$ cat src/rtl/fire_queue_pkg.sv
// Shared game types: sprite direction encoding and the shot-issue FSM states,
// also used by bullet_movement.
package fire_queue_pkg;

   localparam int ORIENT_W = 2;

   typedef enum logic [ORIENT_W-1:0] {
      ORIENT_RIGHT = 2'b00,
      ORIENT_DOWN  = 2'b01,
      ORIENT_LEFT  = 2'b10,
      ORIENT_UP    = 2'b11
   } orientation_t;

   typedef enum logic [1:0] {
      ST_IDLE,
      ST_ISSUE,
      ST_WAIT_START,
      ST_IN_FLIGHT
   } issue_state_t;

   // Bits needed for a down-counter that must hold max_val (never below 1).
   function automatic int cnt_width(input int max_val);
      if (max_val < 2) return 1;
      return $clog2(max_val + 1);
   endfunction

endpackage

$ cat src/rtl/fire_queue_if.sv
// Player-side and bullet-side signals of the fire queue, grouped as one bundle.
interface fire_queue_if
   import fire_queue_pkg::*;
#(
   parameter int DEPTH = 4
);
   localparam int CNT_W = $clog2(DEPTH) + 1;

   logic             btn_fire;
   orientation_t     orientation_in;
   logic             bullet_active;
   logic             fire;
   orientation_t     orientation_out;
   logic [CNT_W-1:0] count;
   logic             full;
   logic             empty;
   logic             dropped;

   modport master (
      output btn_fire, orientation_in, bullet_active,
      input  fire, orientation_out, count, full, empty, dropped
   );

   modport slave (
      input  btn_fire, orientation_in, bullet_active,
      output fire, orientation_out, count, full, empty, dropped
   );

endinterface

$ cat src/rtl/fire_queue_shot_fifo.sv
// Small synchronous FIFO of queued shot orientations; push is ignored when full
// and pop is ignored when empty, so callers may gate loosely.
module shot_fifo
   import fire_queue_pkg::*;
#(
   parameter  int DEPTH = 4,
   parameter  int WIDTH = ORIENT_W,
   localparam int PTR_W = $clog2(DEPTH),
   localparam int CNT_W = PTR_W + 1
) (
   input  logic             clk,
   input  logic             reset,
   input  logic             i_push,
   input  logic [WIDTH-1:0] i_wdata,
   input  logic             i_pop,
   output logic [WIDTH-1:0] o_rdata,
   output logic [CNT_W-1:0] o_count,
   output logic             o_full,
   output logic             o_empty
);

   logic [WIDTH-1:0] r_mem [DEPTH];
   logic [PTR_W-1:0] r_wr_ptr;
   logic [PTR_W-1:0] r_rd_ptr;
   logic [CNT_W-1:0] r_count;
   logic             w_push;
   logic             w_pop;

   assign o_full  = (r_count == CNT_W'(DEPTH));
   assign o_empty = (r_count == '0);
   assign w_push  = i_push & ~o_full;
   assign w_pop   = i_pop & ~o_empty;
   assign o_rdata = r_mem[r_rd_ptr];
   assign o_count = r_count;

   // DEPTH is a power of two, so pointer overflow is the modulo wrap.
   always_ff @(posedge clk or negedge reset) begin
      if (!reset) begin
         r_wr_ptr <= '0;
         r_rd_ptr <= '0;
         for (int i = 0; i < DEPTH; i++) r_mem[i] <= '0;
      end else begin
         if (w_push) begin
            r_mem[r_wr_ptr] <= i_wdata;
            r_wr_ptr        <= r_wr_ptr + PTR_W'(1);
         end
         if (w_pop) r_rd_ptr <= r_rd_ptr + PTR_W'(1);
      end
   end

   always_ff @(posedge clk or negedge reset) begin
      if (!reset) begin
         r_count <= '0;
      end else begin
         unique case ({w_push, w_pop})
            2'b10:   r_count <= r_count + CNT_W'(1);
            2'b01:   r_count <= r_count - CNT_W'(1);
            default: r_count <= r_count;
         endcase
      end
   end

endmodule

$ cat src/rtl/fire_queue.sv
// Fire-button shot queue: press edge detect, rate-limit cooldown, shot FIFO and
// an issue FSM that launches one bullet at a time into bullet_movement.
module fire_queue
   import fire_queue_pkg::*;
#(
   parameter int DEPTH         = 4,
   parameter int COOLDOWN      = 16,
   parameter int START_TIMEOUT = 4
) (
   input  logic        clk,
   input  logic        reset,
   fire_queue_if.slave bus
);

   // state         | meaning
   // ST_IDLE       | waiting for a queued shot and an idle bullet
   // ST_ISSUE      | head popped and latched, fire pulse is high
   // ST_WAIT_START | waiting for bullet_active, bounded by START_TIMEOUT
   // ST_IN_FLIGHT  | bullet moving, waiting for it to finish

   localparam int CNT_W = $clog2(DEPTH) + 1;
   localparam int CD_W  = cnt_width(COOLDOWN - 1);
   localparam int TO_W  = cnt_width(START_TIMEOUT - 1);
   localparam logic [CD_W-1:0] CD_LOAD = CD_W'(COOLDOWN - 1);
   localparam logic [TO_W-1:0] TO_LOAD = TO_W'(START_TIMEOUT - 1);

   logic                r_arm;
   logic                r_btn_prev;
   logic                r_press;
   orientation_t        r_press_orient;
   logic [CD_W-1:0]     r_cooldown;
   logic                r_dropped;
   logic [TO_W-1:0]     r_timer;
   logic                r_fire;
   orientation_t        r_orient;
   issue_state_t        r_state;
   issue_state_t        w_state_nxt;
   logic                w_press;
   logic                w_cd_zero;
   logic                w_push;
   logic                w_drop;
   logic                w_pop;
   logic                w_fire_nxt;
   logic [ORIENT_W-1:0] w_fifo_rdata;
   logic [CNT_W-1:0]    w_count;
   logic                w_full;
   logic                w_empty;

   // r_arm masks the first cycle after reset so a button held through reset
   // release is seen as already pressed rather than as a new edge.
   assign w_press = r_arm & bus.btn_fire & ~r_btn_prev;

   always_ff @(posedge clk or negedge reset) begin
      if (!reset) begin
         r_arm          <= 1'b0;
         r_btn_prev     <= 1'b0;
         r_press        <= 1'b0;
         r_press_orient <= ORIENT_RIGHT;
      end else begin
         r_arm          <= 1'b1;
         r_btn_prev     <= bus.btn_fire;
         r_press        <= w_press;
         r_press_orient <= bus.orientation_in;
      end
   end

   // Cooldown rejects silently; only a full queue reports a drop.
   assign w_cd_zero = (r_cooldown == '0);
   assign w_push    = r_press & w_cd_zero & ~w_full;
   assign w_drop    = r_press & w_cd_zero & w_full;

   always_ff @(posedge clk or negedge reset) begin
      if (!reset) begin
         r_cooldown <= '0;
         r_dropped  <= 1'b0;
      end else begin
         r_dropped <= w_drop;
         if (w_push)          r_cooldown <= CD_LOAD;
         else if (!w_cd_zero) r_cooldown <= r_cooldown - CD_W'(1);
      end
   end

   shot_fifo #(
      .DEPTH (DEPTH),
      .WIDTH (ORIENT_W)
   ) u_shot_fifo (
      .clk     (clk),
      .reset   (reset),
      .i_push  (w_push),
      .i_wdata (r_press_orient),
      .i_pop   (w_pop),
      .o_rdata (w_fifo_rdata),
      .o_count (w_count),
      .o_full  (w_full),
      .o_empty (w_empty)
   );

   always_comb begin
      w_state_nxt = r_state;
      w_pop       = 1'b0;
      w_fire_nxt  = 1'b0;
      unique case (r_state)
         ST_IDLE: begin
            if (!w_empty && !bus.bullet_active) begin
               w_pop       = 1'b1;
               w_fire_nxt  = 1'b1;
               w_state_nxt = ST_ISSUE;
            end
         end
         ST_ISSUE: begin
            w_state_nxt = ST_WAIT_START;
         end
         ST_WAIT_START: begin
            if (bus.bullet_active)  w_state_nxt = ST_IN_FLIGHT;
            else if (r_timer == '0) w_state_nxt = ST_IDLE;
         end
         ST_IN_FLIGHT: begin
            if (!bus.bullet_active) w_state_nxt = ST_IDLE;
         end
         default: begin
            w_state_nxt = ST_IDLE;
         end
      endcase
   end

   always_ff @(posedge clk or negedge reset) begin
      if (!reset) begin
         r_state  <= ST_IDLE;
         r_fire   <= 1'b0;
         r_orient <= ORIENT_RIGHT;
      end else begin
         r_state <= w_state_nxt;
         r_fire  <= w_fire_nxt;
         if (w_pop) r_orient <= orientation_t'(w_fifo_rdata);
      end
   end

   // Start timeout: loaded while the fire pulse is out, counts WAIT_START cycles.
   always_ff @(posedge clk or negedge reset) begin
      if (!reset) begin
         r_timer <= '0;
      end else if (r_state == ST_ISSUE) begin
         r_timer <= TO_LOAD;
      end else if (r_state == ST_WAIT_START && r_timer != '0) begin
         r_timer <= r_timer - TO_W'(1);
      end
   end

   assign bus.fire            = r_fire;
   assign bus.orientation_out = r_orient;
   assign bus.count           = w_count;
   assign bus.full            = w_full;
   assign bus.empty           = w_empty;
   assign bus.dropped         = r_dropped;

endmodule

$ cat src/flat_wrapper.sv
// flat-port wrapper written by rule: the top's interface ports become plain ports
module fire_queue_flat import fire_queue_pkg::*;
#(
   parameter int DEPTH         = 4,
   parameter int COOLDOWN      = 16,
   parameter int START_TIMEOUT = 4
)
  (clk, reset, bus_btn_fire, bus_orientation_in, bus_bullet_active, bus_fire, bus_orientation_out, bus_count, bus_full, bus_empty, bus_dropped);
  fire_queue_if #(.DEPTH(DEPTH)) bus_i ();
  input  logic clk;
  input  logic reset;
  input wire logic [$bits(bus_i.btn_fire)-1:0] bus_btn_fire;
  input wire logic [$bits(bus_i.orientation_in)-1:0] bus_orientation_in;
  input wire logic [$bits(bus_i.bullet_active)-1:0] bus_bullet_active;
  output wire logic [$bits(bus_i.fire)-1:0] bus_fire;
  output wire logic [$bits(bus_i.orientation_out)-1:0] bus_orientation_out;
  output wire logic [$bits(bus_i.count)-1:0] bus_count;
  output wire logic [$bits(bus_i.full)-1:0] bus_full;
  output wire logic [$bits(bus_i.empty)-1:0] bus_empty;
  output wire logic [$bits(bus_i.dropped)-1:0] bus_dropped;
  assign bus_i.btn_fire = bus_btn_fire;
  assign bus_i.orientation_in = bus_orientation_in;
  assign bus_i.bullet_active = bus_bullet_active;
  assign bus_fire = bus_i.fire;
  assign bus_orientation_out = bus_i.orientation_out;
  assign bus_count = bus_i.count;
  assign bus_full = bus_i.full;
  assign bus_empty = bus_i.empty;
  assign bus_dropped = bus_i.dropped;
  fire_queue #(.DEPTH(DEPTH), .COOLDOWN(COOLDOWN), .START_TIMEOUT(START_TIMEOUT)) u_core (.clk(clk), .reset(reset), .bus(bus_i));
endmodule
$ cat config.mk
export PLATFORM = sky130hd
export DESIGN_NAME = fire_queue_flat
export DESIGN_NICKNAME = d
export VERILOG_FILES = /design/src/rtl/fire_queue_pkg.sv /design/src/rtl/fire_queue_if.sv /design/src/rtl/fire_queue_shot_fifo.sv /design/src/rtl/fire_queue.sv /design/src/flat_wrapper.sv
export SDC_FILE = /design/constraint.sdc
export NUM_CORES = 1
export LEC_CHECK = 0
export ABC_AREA = 1
export CAP_MARGIN = 25
export CELL_PAD_IN_SITES_DETAIL_PLACEMENT = 2
export CELL_PAD_IN_SITES_GLOBAL_PLACEMENT = 2
export CORE_ASPECT_RATIO = 0.75
export CORE_MARGIN = 2
export CORE_UTILIZATION = 34
export CTS_CLUSTER_SIZE = 20
export DETAILED_ROUTE_END_ITERATION = 12
export MAX_ROUTING_LAYER = met4
export PLACE_DENSITY = 0.76
export SLEW_MARGIN = 20
export SYNTH_ARGS = -nofsm -noshare
export SYNTH_HDL_FRONTEND = slang
export SYNTH_SLANG_ARGS = --single-unit
$ cat constraint.sdc
create_clock -name clk -period 2.35 [get_ports clk]
set_input_delay 0.705 -clock clk [delete_from_list [all_inputs] [get_ports clk]]
set_output_delay 0.705 -clock clk [all_outputs]
set_load 0.01 [all_outputs]
==> reports/summary.txt <==
status: complete, no violations
RD Place Congestion: 0.813
Int Power: 0.00143 W
CP max stage cell: clkdlybuf4s50_1
Peak VDD IR: 0.000447 V
syn avg cell area: 8.56 µm²
Hold Path Class: register to register
register area share after synthesis: 0.506
Crit path depth: 11
Total Nets Final: 227
switching share of total power: 0.410
Static Leakage: 1.03 nW
nature of the critical path startpoint: input port
Synthesized Nets: 200
sequential power share: 0.393
initial antenna violation count: 0
clock slew at reported path FFs: 0.07 ns
Non-Filler Instances: 270
antenna viol nets, final: 0
WL/cell: 15.3 µm
largest net degree at the start of global routing: 33
Final period util: 0.920
Final Hold Viols: 0
crit path launch: bus_bullet_active
fin. max-slew vios: 0
crit path DAT: 2.38 ns
clock share of power: 0.182
combinational share of power: 0.424
proportion of layout cells with a drive suffix above 1: 0.117
fin area: 1940 µm²
reg2reg end: u_core.u_shot_fifo.o_count[2]$_DFFE_PN0P_
total CTS buffers: 5
Post-Route WL: 4120 µm
Die Ht: 63.1 µm
Placed Instance Area: 1830 µm²
Syn. warnings: 0
Synth-to-Final Area Change: 22.6%
HPWL after DPL: 3000 µm
Psw: 0.000994 W
CP peak stage delay: 0.44 ns
vias in the first global route: 1470
CTS Root Cell: clkbuf_8
die width: 82.8 µm
clk sinks: 32
Bufs and invs on worst path: 4
pwr/cell area: 1250 nW/µm²
internal reg-to-reg setup slack: 0.25 ns
Final min period: 2.16 ns
count of input and output buffers: 14
Critical R2R Launch: u_core.r_cooldown[0]$_DFFE_PN0P_
core area: 4470 µm²
Starting DRT DRC Count: 31
worst path required time: 2.56 ns
dpl cells: 261
clk buf depth: 2
unrepaired setup endpoints after global routing: false
Finished Core Util: 0.434
starting density of the core: 0.354
IO Count: 15
Setup CP Type: input port to register
Yosys reg bits: 32
gr usage total: 0.189
crit-path leading delay family: buffers and inverters
# setup viols final: 0
DR pass1 iterations: 4
R2R depth: 12
Distinct cells, synth: 25
via count: 1297
DRC: 0
diodes inserted: 0
first-pass GRT wire length: 7160 µm
crit end category: register
post-synthesis cell count: 185
Die ar.: 5220 µm²
max cap viols: 0
grt total ovfl: 0
Clock Skew: 0.00527 ns
Power, Total: 0.00243 W
Vias per Instance: 4.80
CP endpoint: u_core.u_shot_fifo.o_count[2]$_DFFE_PN0P_
Clk Latency, worst-skew pair: 0.29 ns
H-tree depth: 2
row count: 21
critical-path maximum fanout: 2
CTS tree: done
Fill cells: 501
mapped cell area: 1580 µm²
max frequency: 462 MHz
crit-path cells: clkdlybuf4s50_1, inv_2, nand3_2, inv_1, ha_1, inv_1, fa_1, nor2_1, nor2_1, nand2_1, xor2_1
-- synthesized netlist by cell type, drive strengths merged --
library cell  count  share of area
o211ai            1         0.0047
nand2            57           0.14
o21ai             5          0.016
nor3              1         0.0032
fa                1          0.013
ha                8          0.063
nand4             4          0.016
inv              25          0.061
dfrtp            32           0.51
xor2              2          0.011
a21o              1         0.0047
nand3b            1         0.0047
nand3            16          0.057
conb              1         0.0024
xnor2             3          0.017
nor2             22          0.062
buf               2          0.010
a21oi             3         0.0095
-- logic make-up (layout without fill, tap and decap cells) --
group,count (synthesis),count (layout),synth area share
and+or+nand+nor,101,101,0.282
buffers and inverters,27,55,0.0711
other,1,1,0.00237
xor gates and xnor gates,5,5,0.0277
DFF,32,32,0.506
adders and majority gates,9,9,0.0759
AOI/OAI and AO/OA,10,10,0.0348
-- worst reg2reg max path: cells and delay by family, from the launching register on --
kind | cells | cell delay [ns]
flip-flops | 1 | 0.39
XOR/XNOR | 1 | 0.15
buffers and inverters | 2 | 0.15
AND/OR/NAND/NOR | 6 | 0.55
adder cells (fa/ha/maj) | 3 | 0.78
-- worst min path at each step --
stage / depth (start not counted) / startpoint / slack (ns) / endpoint
floorplan: 1 / u_core.r_btn_prev$_DFF_PN0_ / 0.38 / u_core.r_press$_DFF_PN0_
global placement: 1 / u_core.r_btn_prev$_DFF_PN0_ / 0.38 / u_core.r_press$_DFF_PN0_
detailed placement: 1 / u_core.r_btn_prev$_DFF_PN0_ / 0.39 / u_core.r_press$_DFF_PN0_
CTS: 1 / u_core.r_btn_prev$_DFF_PN0_ / 0.40 / u_core.r_press$_DFF_PN0_
global route: 1 / u_core.r_btn_prev$_DFF_PN0_ / 0.44 / u_core.r_press$_DFF_PN0_
finish: 1 / u_core.r_btn_prev$_DFF_PN0_ / 0.39 / u_core.r_press$_DFF_PN0_
-- power by group through the flow --
| stage | combinational (W) | sequential, W | clock (W) |
|---|---|---|---|
| after floorplan | 0.000670 | 0.000899 | 0 |
| after global routing | 0.00120 | 0.000991 | 0.000485 |
| after CTS | 0.00105 | 0.000958 | 0.000454 |
| after global placement | 0.000940 | 0.000930 | 0 |
| after detailed placement | 0.00103 | 0.000954 | 0 |
| final | 0.00103 | 0.000954 | 0.000442 |
-- layout by cell type, fill, tap and decap left out, types with 6 or more instances in the layout --
cell type and n:
nand2_1 56, dfrtp_1 30, inv_1 23, nor2_1 18, nand3_1 14, clkdlybuf4s50_1 12, ha_1 8, buf_4 8
clkbuf_8 6
-- cell type report --
| class | count | area (µm²) | share of cell area |
|---|---|---|---|
| inverters | 25 | 96.3 | 0.0496 |
| multi-input cells | 126 | 674 | 0.348 |
| clock buffers | 8 | 90.1 | 0.0464 |
| well taps | 57 | 71.3 | 0.0368 |
| flip-flops and latches | 32 | 803 | 0.414 |
| repair buffers | 22 | 205 | 0.106 |
-- per-stage QoR --
| stage | setup slack [ns] | hold WS (ns) | TNS [ns] |
|---|---|---|---|
| 2_1_floorplan | 0.360 | 0.377 | 0 |
| 3_3_place_gp | -0.00679 | 0.382 | -0.00679 |
| 3_5_place_dp | -0.140 | 0.387 | -0.168 |
| 4_1_cts | 0.0181 | 0.395 | 0 |
| 5_1_grt | 0.0108 | 0.439 | 0 |
| 6_report | 0.187 | 0.394 | 0 |
-- state kept, by name, summed over array words and instances, names as in the netlist, 2 cells and up --
register / cells
u_core.bus.orientation_out: 2
u_core.u_shot_fifo.o_count: 3
u_core.r_press_orient: 2
u_core.u_shot_fifo.r_wr_ptr: 2
u_core.u_shot_fifo.r_mem: 8
u_core.u_shot_fifo.r_rd_ptr: 2
u_core.r_timer: 2
u_core.r_state: 2
u_core.r_cooldown: 4
-- per-layer routing --
metal | vias to the layer above | wire length (µm) | track usage
met1 | 650 | 1810 | 0.216
li1 | 629 | - | -
met2 | 13 | 2160 | 0.326
met5 | - | 0 | -
met4 | 0 | 36 | 0.0369
met3 | 5 | 120 | 0.0602
-- timing repair --
item,4_1_cts,5_1_grt
hold buffers,0,0
hold endpoints to repair,0,0
endpoints found under the setup margin,2,3
setup buffers,0,1
pin swaps,0,1
gates resized for setup,2,4
(Power assumes the default switching activity.)
